`src/rtl/s2p_rr_sched.sv`:
```
// s2p_rr_sched: round-robin arbiter sharing one serial-to-parallel
// deserializer among N_CH serial requesters. Frames the deserializer enable
// for W+1 cycles per word, captures the parallel word and returns it tagged
// with its channel index on a valid/ready port.
// Optional feature macro: S2P_RR_LOCK_EN (lock-based regrant of the channel
// just served, ahead of round-robin order).
module s2p_rr_sched #(
    parameter int unsigned N_CH       = 4,
    parameter int unsigned PORT_WIDTH = 8,
    parameter int unsigned CH_W       = 2
) (
    input  logic                  clk,
    input  logic                  rst_n,
    input  logic [N_CH-1:0]       req,
    input  logic [N_CH-1:0]       si,
    input  logic [N_CH-1:0]       lock,
    output logic [N_CH-1:0]       gnt,
    output logic                  s2p_si,
    output logic                  s2p_dat_en,
    input  logic [PORT_WIDTH-1:0] s2p_po,
    output logic [PORT_WIDTH-1:0] out_data,
    output logic [CH_W-1:0]       out_ch,
    output logic                  out_valid,
    input  logic                  out_ready
);

    localparam int unsigned CNT_W = $clog2(PORT_WIDTH + 1);

    localparam logic [1:0] IDLE    = 2'd0;
    localparam logic [1:0] SHIFT   = 2'd1;
    localparam logic [1:0] CAPTURE = 2'd2;
    localparam logic [1:0] HOLD    = 2'd3;

    logic [1:0]            state;
    logic [1:0]            state_nxt;
    logic [CNT_W-1:0]      cnt;
    logic [CNT_W-1:0]      cnt_nxt;
    logic [CH_W-1:0]       ptr;
    logic [CH_W-1:0]       ptr_nxt;
    logic [CH_W-1:0]       cur;
    logic [CH_W-1:0]       cur_nxt;
    logic [N_CH-1:0]       gnt_nxt;
    logic                  en_nxt;
    logic [PORT_WIDTH-1:0] out_data_nxt;
    logic [CH_W-1:0]       out_ch_nxt;
    logic                  out_valid_nxt;

    logic                  arb_any;
    logic [CH_W-1:0]       arb_win;
    logic [CH_W-1:0]       cand;

`ifndef S2P_RR_LOCK_EN
    logic unused_lock;
    assign unused_lock = ^lock;
`endif

    // Only the granted line reaches the deserializer; zero when nothing is granted.
    assign s2p_si = |(si & gnt);

    // Round-robin search starting at the channel after the last winner.
    always_comb begin
        arb_any = 1'b0;
        arb_win = '0;
        cand    = '0;
        for (int i = 1; i <= int'(N_CH); i++) begin
            cand = CH_W'((int'(ptr) + i) % int'(N_CH));
            if (!arb_any && req[cand]) begin
                arb_any = 1'b1;
                arb_win = cand;
            end
        end
    end

    // Next-state and next-output logic for the framing FSM.
    always_comb begin
        state_nxt     = state;
        cnt_nxt       = cnt;
        ptr_nxt       = ptr;
        cur_nxt       = cur;
        gnt_nxt       = gnt;
        en_nxt        = s2p_dat_en;
        out_data_nxt  = out_data;
        out_ch_nxt    = out_ch;
        out_valid_nxt = out_valid;

        case (state)
            IDLE: begin
                if (arb_any) begin
                    gnt_nxt          = '0;
                    gnt_nxt[arb_win] = 1'b1;
                    en_nxt           = 1'b1;
                    cnt_nxt          = '0;
                    ptr_nxt          = arb_win;
                    cur_nxt          = arb_win;
                    state_nxt        = SHIFT;
                end
            end
            SHIFT: begin
                cnt_nxt = cnt + CNT_W'(1);
                // Cycle W is the dummy cycle in which the deserializer loads po.
                if (cnt == CNT_W'(PORT_WIDTH)) begin
                    gnt_nxt   = '0;
                    en_nxt    = 1'b0;
                    state_nxt = CAPTURE;
                end
            end
            CAPTURE: begin
                out_data_nxt  = s2p_po;
                out_ch_nxt    = cur;
                out_valid_nxt = 1'b1;
                state_nxt     = HOLD;
            end
            HOLD: begin
                if (out_valid && out_ready) begin
                    out_valid_nxt = 1'b0;
`ifdef S2P_RR_LOCK_EN
                    if (lock[cur] && req[cur]) begin
                        gnt_nxt      = '0;
                        gnt_nxt[cur] = 1'b1;
                        en_nxt       = 1'b1;
                        cnt_nxt      = '0;
                        state_nxt    = SHIFT;
                    end else
`endif
                    if (arb_any) begin
                        gnt_nxt          = '0;
                        gnt_nxt[arb_win] = 1'b1;
                        en_nxt           = 1'b1;
                        cnt_nxt          = '0;
                        ptr_nxt          = arb_win;
                        cur_nxt          = arb_win;
                        state_nxt        = SHIFT;
                    end else begin
                        state_nxt = IDLE;
                    end
                end
            end
            default: begin
                gnt_nxt   = '0;
                en_nxt    = 1'b0;
                state_nxt = IDLE;
            end
        endcase
    end

    // State and registered outputs; reset drops the enable so no partial word survives.
    always_ff @(posedge clk or negedge rst_n) begin
        if (!rst_n) begin
            state      <= IDLE;
            cnt        <= '0;
            ptr        <= CH_W'(N_CH - 1);
            cur        <= '0;
            gnt        <= '0;
            s2p_dat_en <= 1'b0;
            out_data   <= '0;
            out_ch     <= '0;
            out_valid  <= 1'b0;
        end else begin
            state      <= state_nxt;
            cnt        <= cnt_nxt;
            ptr        <= ptr_nxt;
            cur        <= cur_nxt;
            gnt        <= gnt_nxt;
            s2p_dat_en <= en_nxt;
            out_data   <= out_data_nxt;
            out_ch     <= out_ch_nxt;
            out_valid  <= out_valid_nxt;
        end
    end

endmodule

```
`config.mk`:
```
export PLATFORM = sky130hd
export DESIGN_NAME = s2p_rr_sched
export DESIGN_NICKNAME = d
export VERILOG_FILES = /design/src/rtl/s2p_rr_sched.sv
export SDC_FILE = /design/constraint.sdc
export NUM_CORES = 1
export LEC_CHECK = 0
export BUFFER_PORTS_ARGS = -buffer_cell sky130_fd_sc_hd__clkbuf_2
export CORE_MARGIN = 2
export CORE_UTILIZATION = 50
export DETAILED_ROUTE_END_ITERATION = 16
export PLACE_DENSITY = 0.77
export SYNTH_ARGS = -nofsm -noshare
export SYNTH_HDL_FRONTEND = slang
export SYNTH_SLANG_ARGS = --single-unit
```
`constraint.sdc`:
```
create_clock -name clk -period 1.77 [get_ports clk]
set_input_delay 0.354 -clock clk [delete_from_list [all_inputs] [get_ports clk]]
set_output_delay 0.354 -clock clk [all_outputs]
set_load 0.02 [all_outputs]
```
==> flow_summary_export.csv, run 1 <==
group,metric,value,unit
run_status,status,"complete, no violations",
sta,finalSetupViolCount,0,
placed_design,dpl.hpwl,2000,um
die,coreArea,2500,um2
setup_path,criticalPathCategory,"reg2reg",
die,die_x,55.6,um
placed_design,routabilityCongestion,0.766,
logic_synthesis,synth_cells,114,
power,p_per_area,1810,nW/um2
detailed_routing,routed_wl,2580,um
detailed_routing,vias,1041,
clocking,clk_path_buf_depth,2,
logic_synthesis,synth_area_leaders,"dfrtp_1 45%, mux2_2 10%, ha_1 6.6%, dfstp_2 4.0%, a32o_1 3.0%",
setup_path,r2r_end,"state[0]",
logic_synthesis,syn-cell-area,1330,um2
power,pwr-share-clk,8.4,%
sta,skew,3.70,ps
layout,drive_above_1_share,43.1,%
setup_path,critical_path_peak_fanout,5,
power,irDropWorstVdd,1.12,mV
layout,fin_nets,185,
detailed_routing,drc,0,
sta,fmax,612,MHz
placed_design,postPlaceCellArea,1560,um2
logic_synthesis,synth_top_area_share,45.2,%
global_routing,grt_pass1_wl,4520,um
logic_synthesis,netlist-cell-type-count,35,
setup_path,end_kind,"register",
setup_path,cp-start-kind,"register",
layout,nFillCells,192,
setup_path,worstPathArrival,1880,ps
sta,maxSlewHeadroom,59.3,%
logic_synthesis,yosysMostFrequentCell,"dfrtp_1",
logic_synthesis,async_reset_ff_share,100,%
sta,post-route-period-util,92.4,%
logic_synthesis,yosysWarningCount,0,
detailed_routing,wire_per_inst,14.1,um
clocking,htree_levels,1,
detailed_routing,via_per_inst,5.69,
power,p_seq_share,37.5,%
sta,grt_setup_unrepaired,"false",
clocking,clockRootBuffer,"clkbuf_4",
clocking,cts_setup_buffers,0,
power,switching_share,42.5,%
sta,slew_violations,0,
flow_run,drv_cap,0,
setup_path,r2r_cells,6,
clocking,cts_tree,"built",
setup_path,r2r_slack,130,ps
placed_design,portBuffers,35,
die,start_util,53.2,%
clocking,clkTransAtPathRegs,130,ps
sta,tns,0,ps
logic_synthesis,synth_top_cells_by_count,"24 x dfrtp_1, 12 x mux2_2, 7 x ha_1, 7 x inv_1, 7 x nand2_1",
logic_synthesis,ys_ff_latch,26,
die,rows,18,
detailed_routing,postRouteAntennaNets,0,
global_routing,antenna_found_initial,0,
logic_synthesis,dominantRegCellSynth,"dfrtp_1",
global_routing,grt_pass1_vias,1043,
layout,area_delta_synth_final,19.7,%
power,p_sw,1.22,mW
logic_synthesis,yosysSeqAreaShare,49.1,%
power,p_int,1.66,mW
detailed_routing,drtIter0Drc,19,
layout,n_antenna_cell,0,
die,die_area,3090,um2
logic_synthesis,synth.largest_area_cell,"dfrtp_1",
layout,final_area,1590,um2
sta,period_minus_slack,1640,ps
power,p_comb_share,54.1,%
clocking,cts.sinks,26,
global_routing,track_usage,18.2,%
sta,worst_pin_slew,610,ps
clocking,cts_hold_buf,0,
logic_synthesis,synth-edff-count,0,
detailed_routing,firstDrtPassIters,4,
setup_path,cp_data_required_time,2010,ps
setup_path,timing.rr.start,"cnt[0]",
global_routing,grt-ovfl-total,0,
die,ios,40,
power,leakage,0.764,nW
sta,final_hold_viol_count,0,
clocking,cts_made_buffers,3,
logic_synthesis,syn-num-nets,144,
global_routing,grt_max_degree,27,
clocking,clock_latency,320,ps
hold_path,hp-class,"in2async",
logic_synthesis,avgSynthCellArea,11.7,um2
die,die-height,55.6,um
## repair_timing
item,4_1_cts,5_1_grt
gates resized for setup,0,3
hold endpoints to repair,0,0
endpoints found under the setup margin,0,6
## worst max-delay path: stages (launching register included)
cell      delay, ps
dfrtp_1         450
inv_1            80
ha_1            140
nand3b_1        130
a221oi_2        390
o21ai_0         160
a22oi_1         210
## kinds of logic (layout without fill, tap and decap cells)
logic type / after synthesis / in the layout / share of synthesized area [%]
adder cells (fa/ha/maj): 7 / 7 / 6.58
AO/OA/AOI/OAI: 34 / 34 / 20.2
flip-flops: 26 / 26 / 49.1
AND/OR/NAND/NOR: 23 / 23 / 9.50
multiplexers: 14 / 14 / 11.7
buffers and inverters: 10 / 49 / 2.92
## how the worst max path moves through the flow
stage             start           to  slack, ps  cells after the start
6_report         cnt[0]     state[0]        130                      6
2_1_floorplan  state[0]  out_data[0]        190                      4
3_5_place_dp   state[0]       gnt[1]         60                      4
5_1_grt          cnt[1]     state[0]         20                      6
4_1_cts        state[0]       gnt[1]         30                      4
3_3_place_gp   state[0]       gnt[1]         70                      4
## cell type report
| type | count | area (um2) | area share [%] |
|---|---|---|---|
| Clock buffer | 3 | 22.5 | 1.42 |
| Inverter | 7 | 26.3 | 1.65 |
| Multi-Input combinational cell | 78 | 647 | 40.6 |
| Sequential cell | 26 | 653 | 41.0 |
| Tap cell | 30 | 37.5 | 2.36 |
| Timing Repair Buffer | 39 | 205 | 12.9 |
## power groups by stage
stage	Combinational, mW	Sequential [mW]	Clock (mW)
floorplan	0.908	1.24	0
global placement	1.49	1.07	0
detailed placement	1.54	1.09	0
CTS	1.55	1.08	0.254
global route	1.71	1.12	0.283
finish	1.56	1.08	0.242
## per-stage QoR
stage                     utilization [%]  hold WS, ps  power, mW  setup WS (ps)  cells
after detailed placement             62.4          399       2.63           56.2    180
after global placement               62.4          397       2.56           65.9    180
after floorplan                         -         58.4       2.15            191    114
final                                63.7         18.6       2.88            135    183
after CTS                            63.3         35.0       2.88           26.4    183
after global routing                 63.7         54.1       3.12           21.4    183
## layer usage
layer  wire [um]  share of wire, %  GRT usage, %  up-vias
met5           0                 0             0        -
met4          25              0.97          5.23        0
met3         121               4.7          4.42        4
met2        1310                51          32.0       30
met1        1120                43          22.1      497
li1            -                 -             -      510
## state kept, by name, indices dropped and copies added, names as in the netlist
register	count
out_data	8
cnt	4
gnt	4
cur	2
out_ch	2
ptr	2
state	2
out_valid	1
s2p_dat_en	1
## placed cells by master (no fill, tap or decap), types with 3 or more instances in the layout
cell type and n:
o21ai_0 5, mux2_2 12, inv_1 7, dfrtp_1 24, clkbuf_4 3, nand2_1 7
ha_1 7, a21oi_1 5, nand3_1 3, clkbuf_2 35, a22oi_1 3, a32o_1 4
buf_4 4, nor2_1 3
Power figures use the tool's default switching activity.
==> run 2: changes to the inputs <==
- BUFFER_PORTS_ARGS: -buffer_cell sky130_fd_sc_hd__clkbuf_2 -> -buffer_cell sky130_fd_sc_hd__buf_4
==> run 2 against run 1 <==
Clock skew fell by 1.9 ps; register-to-register slack barely moved; highest routed layer unchanged; critical path type unchanged; hold slack improved by 220 ps; largest cell class unchanged.
==> flow_summary_export.csv, run 2 (same netlist as run 1, synthesis figures left out) <==
group,metric,value,unit
sta,period_minus_slack,1630,ps
detailed_routing,wire_per_inst,14.4,um
layout,n_antenna_cell,0,
detailed_routing,drc,0,
power,p_comb_share,54.7,%
clocking,clockRootBuffer,"clkbuf_4",
flow_run,drv_cap,0,
layout,final_area,1700,um2
hold_path,hp-class,"in2reg",
layout,largest_registers,"out_data (8), cnt (4), gnt (4)",
sta,post-route-period-util,92.0,%
setup_path,criticalPathCategory,"reg2reg",
clocking,clock_latency,320,ps
power,p_int,1.82,mW
power,pwr-share-clk,9.9,%
sta,fin_ws,142,ps
power,p_per_area,1790,nW/um2
setup_path,cp-endpoint,"state[0]",
die,rows,18,
sta,tns,0,ps
clocking,cts_tree,"built",
setup_path,end_kind,"register",
detailed_routing,drtIter0Drc,17,
global_routing,grt_pass1_wl,4530,um
clocking,htree_levels,1,
detailed_routing,vias,1063,
placed_design,postPlaceCellArea,1650,um2
setup_path,cp_data_required_time,2020,ps
global_routing,antenna_found_initial,0,
clocking,clk_path_buf_depth,2,
run_status,status,"complete, no violations",
sta,final_hold_viol_count,0,
power,p_sw,1.23,mW
layout,final_cell_mix,"39 x buf_4, 24 x dfrtp_1, 12 x mux2_2",
setup_path,critical_path_peak_fanout,5,
global_routing,grt_pass1_vias,1068,
die,die-height,55.6,um
layout,final_util,68.1,%
global_routing,grt-ovfl-total,0,
power,irDropWorstVdd,1.22,mV
placed_design,routabilityCongestion,0.746,
global_routing,track_usage,18.0,%
die,coreArea,2500,um2
detailed_routing,postRouteAntennaNets,0,
sta,maxSlewHeadroom,66.9,%
sta,worst_pin_slew,493,ps
setup_path,r2r_end,"state[0]",
sta,finalSetupViolCount,0,
power,p_seq_share,35.4,%
sta,fmax,614,MHz
setup_path,worstPathArrival,1880,ps
die,die_x,55.6,um
detailed_routing,via_per_inst,5.75,
layout,fin_nets,186,
layout,drive_above_1_share,43.2,%
setup_path,timing.rr.start,"cnt[0]",
clocking,clkTransAtPathRegs,140,ps
layout,largest_reg_flops,8,
layout,area_delta_synth_final,28.0,%
power,switching_share,40.4,%
sta,grt_setup_unrepaired,"false",
die,die_area,3090,um2
clocking,cts_made_buffers,3,
sta,slew_violations,0,
setup_path,r2r_slack,140,ps
die,start_util,53.2,%
setup_path,setup.worst_path.start,"cnt[0]",
detailed_routing,routed_wl,2660,um
clocking,cts.sinks,26,
setup_path,r2r_cells,6,
layout,final_common_cell,"buf_4",
die,ios,40,
placed_design,portBuffers,35,
layout,top_register,"out_data",
global_routing,grt_max_degree,27,
setup_path,cp-start-kind,"register",
placed_design,place_ws,19.4,ps
placed_design,dpl.hpwl,2030,um
sta,skew,1.85,ps
detailed_routing,firstDrtPassIters,4,
power,leakage,0.798,nW
## run 2: cell types whose count changed in the layout (fill, tap and decap cells not counted), sizes merged
cell and delta:
clkbuf -34, dlygate4sd3 +1, buf +35
## run 2: layout make-up
type / instances / area (um2)
timing repair buffer: 40 / 303
inverter: 7 / 26.3
multi-input combinational: 78 / 647
tap: 30 / 37.5
clock buffer: 4 / 36.3
fill: 186 / 797
sequential: 26 / 653
## run 2: worst max-delay path, stage by stage (launching register included)
cell and delay, ps:
dfrtp_1 460, inv_1 80, ha_1 140, nand3b_1 130, a221oi_2 390, o21ai_0 160, a22oi_1 200
## run 2: repair_timing
action	CTS	global route
resized for setup	2	1
setup buffers	0	0
endpoints found under the setup margin	4	4
hold endpoints to repair	24	0
hold buffers	1	0
pin swaps	0	0
## run 2: worst min-delay path by stage
stage / startpoint / to / slack [ps] / depth (start not counted)
after CTS: out_ready / out_valid / 220 / 2
after floorplan: rst_n / cnt[0] / 60 / 0
after global placement: rst_n / cnt[2] / 270 / 1
after detailed placement: rst_n / cnt[3] / 280 / 1
final: out_ready / out_valid / 240 / 2
after global routing: out_ready / out_valid / 230 / 2
## run 2: metrics by stage
| stage | hold slack [ps] | std cells | power, mW |
|---|---|---|---|
| after floorplan | 58.4 | 114 | 2.15 |
| after global placement | 275 | 180 | 2.68 |
| after detailed placement | 277 | 180 | 2.75 |
| after CTS | 217 | 185 | 3.07 |
| after global routing | 233 | 185 | 3.28 |
| final | 235 | 185 | 3.05 |
## run 2: metal layers
layer | track usage [%] | part of all wire [%] | up-vias
met5 | 0 | 0 | -
met4 | 6.62 | 0.56 | 0
met3 | 3.72 | 4.6 | 2
met2 | 30.3 | 49 | 28
met1 | 22.8 | 46 | 521
li1 | - | - | 512
## run 2: power groups by stage
stage               combinational (mW)  clock, mW  sequential, mW
finish                            1.67      0.302            1.08
detailed placement                1.65          0            1.09
global route                      1.83      0.333            1.12
floorplan                        0.908          0            1.24
CTS                               1.67      0.314            1.08
global placement                  1.61          0            1.07
==> run 3: changes to the inputs <==
--- a/config.mk
+++ b/config.mk
@@ -11,4 +11,5 @@
 export DETAILED_ROUTE_END_ITERATION = 16
 export PLACE_DENSITY = 0.77
+export SETUP_SLACK_MARGIN = 0.05
 export SYNTH_ARGS = -nofsm -noshare
 export SYNTH_HDL_FRONTEND = slang
==> constraint.sdc (replaced) <==
create_clock -name clk -period 1.77 [get_ports clk]
set_input_delay 0.0885 -clock clk [delete_from_list [all_inputs] [get_ports clk]]
set_output_delay 0.0885 -clock clk [all_outputs]
set_load 0.02 [all_outputs]
==> run 3 against run 2 <==
Utilization up 5.4 points; via count up 1.5%; clock skew up 9.0 ps; final cell count up 5.4%; clock power up 37%; setup slack better by 4.7 ps; die area unchanged; clock-buffer cell count down 1; first-iteration DRC count up 88%; fmax up 0.29%; hold slack worse by 73 ps; register-to-register slack about the same; largest power group unchanged.
==> flow_summary_export.csv, run 3 (same netlist as run 1, synthesis figures left out) <==
group,metric,value,unit
die,die_x,55.6,um
setup_path,timing.rr.start,"state[0]",
setup_path,cp_data_required_time,2010,ps
placed_design,portBuffers,35,
global_routing,track_usage,21.1,%
detailed_routing,routed_wl,2930,um
placed_design,dpl.hpwl,2000,um
detailed_routing,wire_per_inst,15.0,um
power,leakage,0.848,nW
hold_path,hp-class,"in2reg",
clocking,clockRootBuffer,"clkbuf_4",
clocking,cts.sinks,26,
layout,fin_nets,196,
setup_path,worstPathArrival,1860,ps
die,ios,40,
sta,tns,0,ps
layout,final_cells,195,
global_routing,grt-ovfl-total,0,
detailed_routing,via_per_inst,5.53,
sta,skew,10.8,ps
flow_run,drv_cap,0,
detailed_routing,vias,1079,
die,coreArea,2500,um2
layout,final_cell_mix,"40 x buf_4, 23 x dfrtp_1, 12 x mux2_2",
clocking,clkTransAtPathRegs,150,ps
layout,n_antenna_cell,0,
run_status,status,"complete, no violations",
sta,maxSlewHeadroom,62.4,%
die,die_area,3090,um2
hold_path,hp-start,"req[2]",
clocking,cts_tree,"built",
setup_path,r2r_slack,150,ps
clocking,clk_path_buf_depth,2,
setup_path,r2r_end,"cur[1]",
setup_path,r2r_cells,5,
die,rows,18,
setup_path,end_kind,"register",
detailed_routing,firstDrtPassIters,4,
die,start_util,53.2,%
layout,top_register,"out_data",
placed_design,postPlaceCellArea,1650,um2
hold_path,hold_depth,3,
power,irDropWorstVdd,1.47,mV
sta,finalSetupViolCount,0,
detailed_routing,drc,0,
global_routing,antenna_found_initial,0,
layout,final_area,1840,um2
die,die-height,55.6,um
layout,final_common_cell,"buf_4",
clocking,cts_made_buffers,3,
sta,fmax,616,MHz
placed_design,place_inst,180,
setup_path,criticalPathCategory,"reg2reg",
hold_path,worstHoldEndpoint,"ptr[0]",
clocking,clock_latency,330,ps
sta,post-route-period-util,91.7,%
layout,drive_above_1_share,43.0,%
detailed_routing,drtIter0Drc,32,
layout,largest_registers,"out_data (8), cnt (4), gnt (4)",
sta,final_hold_viol_count,0,
global_routing,grt_pass1_wl,5150,um
sta,worst_pin_slew,559,ps
sta,period_minus_slack,1620,ps
layout,largest_reg_flops,8,
setup_path,critical_path_peak_fanout,4,
global_routing,grt_pass1_vias,1092,
sta,slew_violations,0,
clocking,htree_levels,1,
detailed_routing,postRouteAntennaNets,0,
sta,grt_setup_unrepaired,"true",
setup_path,cp-start-kind,"register",
power,p_per_area,1780,nW/um2
layout,area_delta_synth_final,38.1,%
placed_design,routabilityCongestion,0.724,
global_routing,grt_max_degree,27,
-- run 3: changes by cell type in the layout (fill, tap and decap cells not counted) --
cell           previous run  this run
dlygate4sd3_1             1        10
a21boi_1                  1         0
a21boi_2                  0         1
a21oi_1                   5         4
a21oi_2                   0         1
a221oi_2                  1         0
a221oi_4                  0         1
buf_4                    39        40
bufinv_16                 0         1
clkbuf_8                  1         0
dfrtp_1                  24        23
dfrtp_2                   0         1
-- run 3: critical path, stage by stage (launching register included) --
cell and delay [ps]:
dfrtp_1 430, ha_1 240, buf_4 150, nand2b_1 150
a21oi_2 220, mux2_2 360
-- run 3: area by class of cell --
cell class | instances | area [um2]
Tap cell | 30 | 37.5
Sequential cell | 26 | 654
Inverter | 7 | 26.3
Fill cell | 178 | 663
Clock buffer | 3 | 22.5
Timing Repair Buffer | 50 | 400
Clock inverter | 1 | 30.0
Multi-Input combinational cell | 78 | 666
-- run 3: stage by stage --
stage / setup slack (ps) / util, % / hold slack, ps / power (mW)
floorplan: 191 / - / -207 / 2.15
global placement: 53.9 / 65.9 / 8.36 / 2.68
detailed placement: 19.0 / 65.9 / 14.6 / 2.74
CTS: 19.1 / 72.4 / 151 / 3.20
global route: 42.8 / 73.5 / 164 / 3.51
finish: 147 / 73.5 / 162 / 3.27
-- run 3: worst max path at each step --
stage | startpoint | end | slack [ps] | cells after the start
floorplan | state[0] | out_data[0] | 190 | 4
global placement | state[0] | gnt[1] | 50 | 4
detailed placement | state[0] | gnt[3] | 20 | 4
CTS | state[1] | cnt[1] | 20 | 4
global route | ptr[0] | gnt[3] | 40 | 4
finish | state[0] | cur[1] | 150 | 5
-- run 3: metal layers --
layer	GRT usage (%)	vias up	part of all wire, %
met5	0	-	0
met4	8.36	0	1.8
met3	3.49	5	3.2
met2	35.2	23	49
met1	27.3	518	46
li1	-	533	-
-- run 3: report_power, final --
| part | internal [mW] | total, mW | leakage, nW | switching, mW |
|---|---|---|---|---|
| Combinational | 0.872 | 1.77 | 0.510 | 0.896 |
| Sequential | 0.881 | 1.09 | 0.311 | 0.205 |
| Clock | 0.229 | 0.414 | 0.0279 | 0.185 |
-- run 3: repair_timing --
action / in CTS / in global routing
endpoints found under the hold margin: 35 / 0
setup buffers: 0 / 1
hold buffers: 10 / 0
setup endpoints to repair: 5 / 9
pin swaps: 0 / 1
gates resized for setup: 2 / 5
